<file path="src/rtl/booth_arith_pkg.sv">
`default_nettype none
// ============================================================================
// Module   : booth_arith_pkg
// Purpose  : Shared state encoding and default width for the Booth arithmetic
//            units (multiplier and divider use the same controller states).
// Revision : 1.0  initial release
// ============================================================================
package booth_arith_pkg;

    localparam int DEFAULT_WIDTH = 4;

    typedef logic [1:0] state_t;

    localparam state_t ST_IDLE = 2'd0;
    localparam state_t ST_RUN  = 2'd1;
    localparam state_t ST_SIGN = 2'd2;

endpackage
`default_nettype wire

</file>
<file path="src/rtl/booth_abs_neg.sv">
`default_nettype none
// ============================================================================
// Module   : booth_abs_neg
// Purpose  : Combinational conditional two's-complement negate.
// Revision : 1.0  initial release
// ============================================================================
module booth_abs_neg #(
    parameter int WIDTH = 4
) (
    input  logic [WIDTH-1:0] in,
    input  logic             neg,
    output logic [WIDTH-1:0] out
);

    assign out = neg ? (~in + WIDTH'(1)) : in;

endmodule
`default_nettype wire

</file>
<file path="src/rtl/booth_signed_divider.sv">
`default_nettype none
// ============================================================================
// Module   : booth_signed_divider
// Purpose  : Sequential signed divider, one quotient bit per clock, then sign
//            fix. Optional macro BOOTH_DIV_ZERO_DETECT_EN bypasses B==0.
// Revision : 1.0  initial release
// ============================================================================
module booth_signed_divider
    import booth_arith_pkg::*;
#(
    parameter int WIDTH = DEFAULT_WIDTH
) (
    input  logic             clock,
    input  logic             reset,
    input  logic             start,
    input  logic [WIDTH-1:0] A,
    input  logic [WIDTH-1:0] B,
    output logic [WIDTH-1:0] Q,
    output logic [WIDTH-1:0] R,
    output logic             ready,
    output logic             busy,
    output logic             overflow,
    output logic             div_by_zero
);

    localparam int CW = $clog2(WIDTH + 1);

    state_t           state, state_nxt;
    logic             load, step, finish;
    logic             sa, sb, ovf_pend, dz_pend;
    logic [WIDTH-1:0] bmag, qmag;
    logic [WIDTH:0]   rem;
    logic [CW-1:0]    count;
    logic [WIDTH-1:0] a_abs, b_abs, q_fix, r_fix;
    logic [WIDTH+1:0] rem_shift, trial;
    logic             b_zero, is_overflow;

    booth_abs_neg #(.WIDTH(WIDTH)) u_abs_a (.in(A), .neg(A[WIDTH-1]), .out(a_abs));
    booth_abs_neg #(.WIDTH(WIDTH)) u_abs_b (.in(B), .neg(B[WIDTH-1]), .out(b_abs));
    booth_abs_neg #(.WIDTH(WIDTH)) u_fix_q (.in(qmag), .neg(sa ^ sb), .out(q_fix));
    booth_abs_neg #(.WIDTH(WIDTH)) u_fix_r (.in(rem[WIDTH-1:0]), .neg(sa), .out(r_fix));

`ifdef BOOTH_DIV_ZERO_DETECT_EN
    assign b_zero = (B == '0);
`else
    assign b_zero = 1'b0;
`endif

    assign is_overflow = (A == {1'b1, {(WIDTH-1){1'b0}}}) && (&B);

    // One extra top bit so the trial subtraction sign is never lost
    assign rem_shift = {rem, qmag[WIDTH-1]};
    assign trial     = rem_shift - {2'b00, bmag};

    always_ff @(posedge clock or posedge reset) begin
        if (reset) state <= ST_IDLE;
        else       state <= state_nxt;
    end

    always_comb begin
        state_nxt = state;
        case (state)
            ST_IDLE: if (start) state_nxt = b_zero ? ST_SIGN : ST_RUN;
            ST_RUN:  if (count == CW'(1)) state_nxt = ST_SIGN;
            ST_SIGN: state_nxt = ST_IDLE;
            default: state_nxt = ST_IDLE;
        endcase
    end

    always_comb begin
        busy   = (state != ST_IDLE);
        load   = (state == ST_IDLE) && start;
        step   = (state == ST_RUN);
        finish = (state == ST_SIGN);
    end

    always_ff @(posedge clock or posedge reset) begin
        if (reset) begin
            sa          <= 1'b0;
            sb          <= 1'b0;
            ovf_pend    <= 1'b0;
            dz_pend     <= 1'b0;
            bmag        <= '0;
            qmag        <= '0;
            rem         <= '0;
            count       <= '0;
            Q           <= '0;
            R           <= '0;
            ready       <= 1'b0;
            overflow    <= 1'b0;
            div_by_zero <= 1'b0;
        end else begin
            ready <= finish;
            if (load) begin
                sa       <= A[WIDTH-1];
                sb       <= B[WIDTH-1];
                bmag     <= b_abs;
                count    <= CW'(WIDTH);
                ovf_pend <= is_overflow;
                dz_pend  <= b_zero;
                // Bypass pre-loads the remainder so the sign fix restores A
                rem      <= b_zero ? {1'b0, a_abs} : '0;
                qmag     <= b_zero ? '1 : a_abs;
            end else if (step) begin
                count <= count - CW'(1);
                qmag  <= {qmag[WIDTH-2:0], ~trial[WIDTH+1]};
                rem   <= trial[WIDTH+1] ? rem_shift[WIDTH:0] : trial[WIDTH:0];
            end else if (finish) begin
                Q           <= dz_pend ? '1 : q_fix;
                R           <= r_fix;
                overflow    <= ovf_pend;
                div_by_zero <= dz_pend;
            end
        end
    end

endmodule
`default_nettype wire

</file>
<file path="config.mk">
export PLATFORM = sky130hd
export DESIGN_NAME = booth_signed_divider
export DESIGN_NICKNAME = d
export VERILOG_FILES = /design/src/rtl/booth_arith_pkg.sv /design/src/rtl/booth_abs_neg.sv /design/src/rtl/booth_signed_divider.sv
export SDC_FILE = /design/constraint.sdc
export NUM_CORES = 1
export LEC_CHECK = 0
export CAP_MARGIN = 40
export CORE_UTILIZATION = 61
export CTS_BUF_LIST = sky130_fd_sc_hd__clkbuf_2 sky130_fd_sc_hd__clkbuf_4 sky130_fd_sc_hd__clkbuf_8
export DETAILED_ROUTE_END_ITERATION = 8
export MAX_ROUTING_LAYER = met4
export PLACE_DENSITY = 0.87
export RECOVER_POWER = 100
export SYNTH_ARGS = -nofsm -noshare
export SYNTH_HDL_FRONTEND = slang
export SYNTH_SLANG_ARGS = --single-unit
</file>
<file path="constraint.sdc">
create_clock -name clock -period 2.75 [get_ports clock]
set_input_delay 0.55 -clock clock [delete_from_list [all_inputs] [get_ports clock]]
set_output_delay 0.55 -clock clock [all_outputs]
set_load 0.02 [all_outputs]
</file>
==> impl_metrics.json <==
{
  "grt_usage": 0.248,
  "chipWidth_um": 55.5,
  "swShare": 0.424,
  "synth_top_area_frac": 0.444,
  "holdWs_ns": 0.487,
  "outcome": "finished, violations left",
  "core_area_sq_um": 2730,
  "start_kind": "flip-flop",
  "synth_top_family_by_area": "compound AO/OA/AOI/OAI gates",
  "required_ns": 2.20,
  "crit_cells": 3,
  "cts-htree-levels": 2,
  "synth-xor-area-share": 0.0451,
  "rsz0062_at_grt": "no",
  "cp_max_fo": 10,
  "r2r_cells": 7,
  "numCtsBuffers": 5,
  "yosys.area_share.simple": 0.150,
  "cts_root_buf": "clkbuf_4",
  "drv_cap": 1,
  "ys_warn_count": 0,
  "tns_ns": 0,
  "ir_drop_uv": 999,
  "syn_inst": 183,
  "synthTopCellsByCount": "31 x dfrtp_1, 26 x nand2_1, 20 x o21ai_0",
  "setup_viol": 0,
  "viasPerCell": 5.59,
  "place.gp.congestion": 0.848,
  "antenna_found_initial": 0,
  "hold_viol_final": 0,
  "ctsHoldBuffers": 0,
  "p_per_area_nw_per_um2": 1170,
  "grt_max_degree": 32,
  "synth-edff-count": 0,
  "p_switching_mw": 1.00,
  "path_buf_inv": 2,
  "end_kind": "output port",
  "initial_core_util": 0.639,
  "worstMarginPinSlew_ns": 1.59,
  "syn_area_sq_um": 1750,
  "nFillCells": 201,
  "cts_tree": "done",
  "grt_pass1_wl_mm": 5.75,
  "grt_pass1_vias": 1345,
  "p_leak_nw": 0.988,
  "clockPowerShare": 0.112,
  "critPathSlowestCell": "dlygate4sd3_1",
  "final_core_util": 0.738,
  "synthAdderAreaFrac": 0.0902,
  "cts.sink_count": 31,
  "ys_async_sr_fraction": 1.00,
  "cp_cell_sequence": "nor2_1, inv_1, dlygate4sd3_1",
  "yosysUniqueCellTypes": 37,
  "vias": 1325,
  "gr-total-overflow": 0,
  "finClkSkew_ns": 0.00847,
  "cp.arrival_ns": 1.72,
  "cts.clk_slew.worst_paths_ns": 0.09,
  "critical_path_class": "flip-flop to output port",
  "critPathTopFamily": "buffers and inverters",
  "post-dp-hpwl_mm": 2.58,
  "synth_compound_area_frac": 0.153,
  "clk_latency_ns": 0.32,
  "worstReg2RegStart": "bmag[1]$_DFFE_PP0P_",
  "intPower_mw": 1.36,
  "max_slew_margin": -0.0611,
  "synth_mux_area_frac": 0.0594,
  "pin_count": 23,
  "min_path_type": "flip-flop to flip-flop",
  "drive_above_1_share": 0.0728,
  "crit_start": "state[0]$_DFFE_PP0P_",
  "fmax_mhz": 441,
  "seq_area_sq_um": 776,
  "antenna_cells": 0,
  "critical_path.max_stage_delay_ns": 0.65,
  "synth_fp_nets": 206,
  "comb_power_share": 0.534,
  "drc": 0,
  "first_iter_violations": 58,
  "cts_resized": 0,
  "postRouteAntennaNets": 0,
  "io_buffers": 21,
  "ys_seq_area_frac": 0.444,
  "clk_path_buf_depth": 2,
  "ys_seq_elements": 31,
  "slew_violations": 32,
  "place_ws_ns": 0.777,
  "synth.avg_cell_area_sq_um": 9.55,
  "p_seq_frac": 0.354,
  "rows": 19,
  "synthTopCellsByArea": "dfrtp_1 44%, ha_1 7.9%, o21ai_0 5.7%",
  "failed_checks": "max-capacitance violations, max-slew violations",
  "period_share": 0.824,
  "finalCriticalPeriod_ns": 2.27,
  "die_h_um": 55.5,
  "reg2reg_to": "rem[1]$_DFFE_PP0P_",
  "synth_top_flop_cell": "dfrtp_1",
  "worst_slack_ns": 0.483,
  "setup.worst_path.end": "busy",
  "wl_mm": 3.27,
  "yosys.area.top_type": "dfrtp_1",
  "multi_input_area_sq_um": 861,
  "first_pass_iters": 4,
  "fin_nets": 229,
  "total_power_mw": 2.36,
  "rrSetupSlack_ns": 0.71,
  "hold_depth": 2,
  "synth.most_common_cell": "dfrtp_1",
  "post_cts_buffers": 0,
  "syn2layout_area_growth_pct": 15.4,
  "die-area_sq_um": 3080,
  "wl_per_cell_um": 13.8
}
logic make-up (layout without fill, tap and decap cells):
logic type / after synthesis / in the layout
AOI/OAI and AO/OA: 41 / 41
xor gates and xnor gates: 9 / 9
adders and majority gates: 12 / 12
buffers and inverters: 25 / 48
DFF: 31 / 31
muxes: 10 / 10
other: 1 / 1
and+or+nand+nor: 54 / 54
how the worst min path moves through the flow:
stage,slack (ns),to,from
after CTS,0.50,Q[3]$_DFFE_PP0P_,Q[3]$_DFFE_PP0P_
after floorplan,0.45,ovf_pend$_DFFE_PP0P_,ovf_pend$_DFFE_PP0P_
final,0.49,Q[3]$_DFFE_PP0P_,Q[3]$_DFFE_PP0P_
after global placement,0.46,R[0]$_DFFE_PP0P_,R[0]$_DFFE_PP0P_
after global routing,0.53,Q[1]$_DFFE_PP0P_,Q[1]$_DFFE_PP0P_
after detailed placement,0.48,Q[3]$_DFFE_PP0P_,Q[3]$_DFFE_PP0P_
metrics by stage:
| step | instances | instance area [sq um] |
|---|---|---|
| detailed placement | 230 | 1980 |
| global route | 237 | 2020 |
| global placement | 230 | 1980 |
| floorplan | 183 | 1750 |
| finish | 237 | 2020 |
| CTS | 237 | 2030 |
sequential cells by signal, summed over array words and instances (netlist names):
| signal | cells |
|---|---|
| Q | 4 |
| R | 4 |
| bmag | 4 |
| count | 3 |
| overflow | 1 |
| ovf_pend | 1 |
| qmag | 4 |
| ready | 1 |
| rem | 5 |
| sa | 1 |
| sb | 1 |
| state | 2 |
worst register-to-register path, stage by stage, from the launching register on:
cell and delay (ns):
dfrtp_1 0.43, inv_1 0.07, ha_1 0.28, nor2b_1 0.22
o211ai_1 0.17, a211oi_4 0.42, mux2i_1 0.25, a22o_1 0.14
layout by cell type, fill, tap and decap left out, types with 2 or more instances in the layout:
cell type	instances
dfrtp_1	31
nand2_1	26
o21ai_0	21
inv_1	19
dlygate4sd3_1	14
ha_1	11
xnor2_1	8
nor2_1	8
mux2i_1	7
clkdlybuf4s50_1	7
nor2b_1	5
clkbuf_4	5
nand2b_1	4
a21oi_1	3
and3_1	3
mux2_2	3
or2_2	2
o211ai_1	2
nor3_1	2
o21ai_1	2
nand3_1	2
a22o_1	2
a32oi_1	2
a22oi_1	2
a31oi_1	2
per-layer routing:
layer | share of wire | global-route usage | vias up
met1 | 0.43 | 0.285 | 622
met3 | 0.039 | 0.0585 | 7
met5 | 0 | - | -
li1 | - | - | 659
met4 | 0.015 | 0.0929 | 0
met2 | 0.52 | 0.420 | 37
power by group through the flow:
stage	Combinational (mW)	Sequential, mW	Clock, mW
after detailed placement	1.32	0.851	0
after global routing	1.42	0.865	0.297
after floorplan	0.963	0.857	0
final	1.26	0.837	0.264
after global placement	1.25	0.837	0
after CTS	1.32	0.841	0.269
area by class of cell:
cell class                      instances  area share
Multi-Input combinational cell        127       0.427
Sequential cell                        31       0.385
Timing Repair Buffer                   22       0.106
Inverter                               19      0.0354
Clock buffer                            6      0.0254
Tap cell                               31      0.0192
Clock inverter                          1     0.00248
Power figures use the tool's default switching activity.
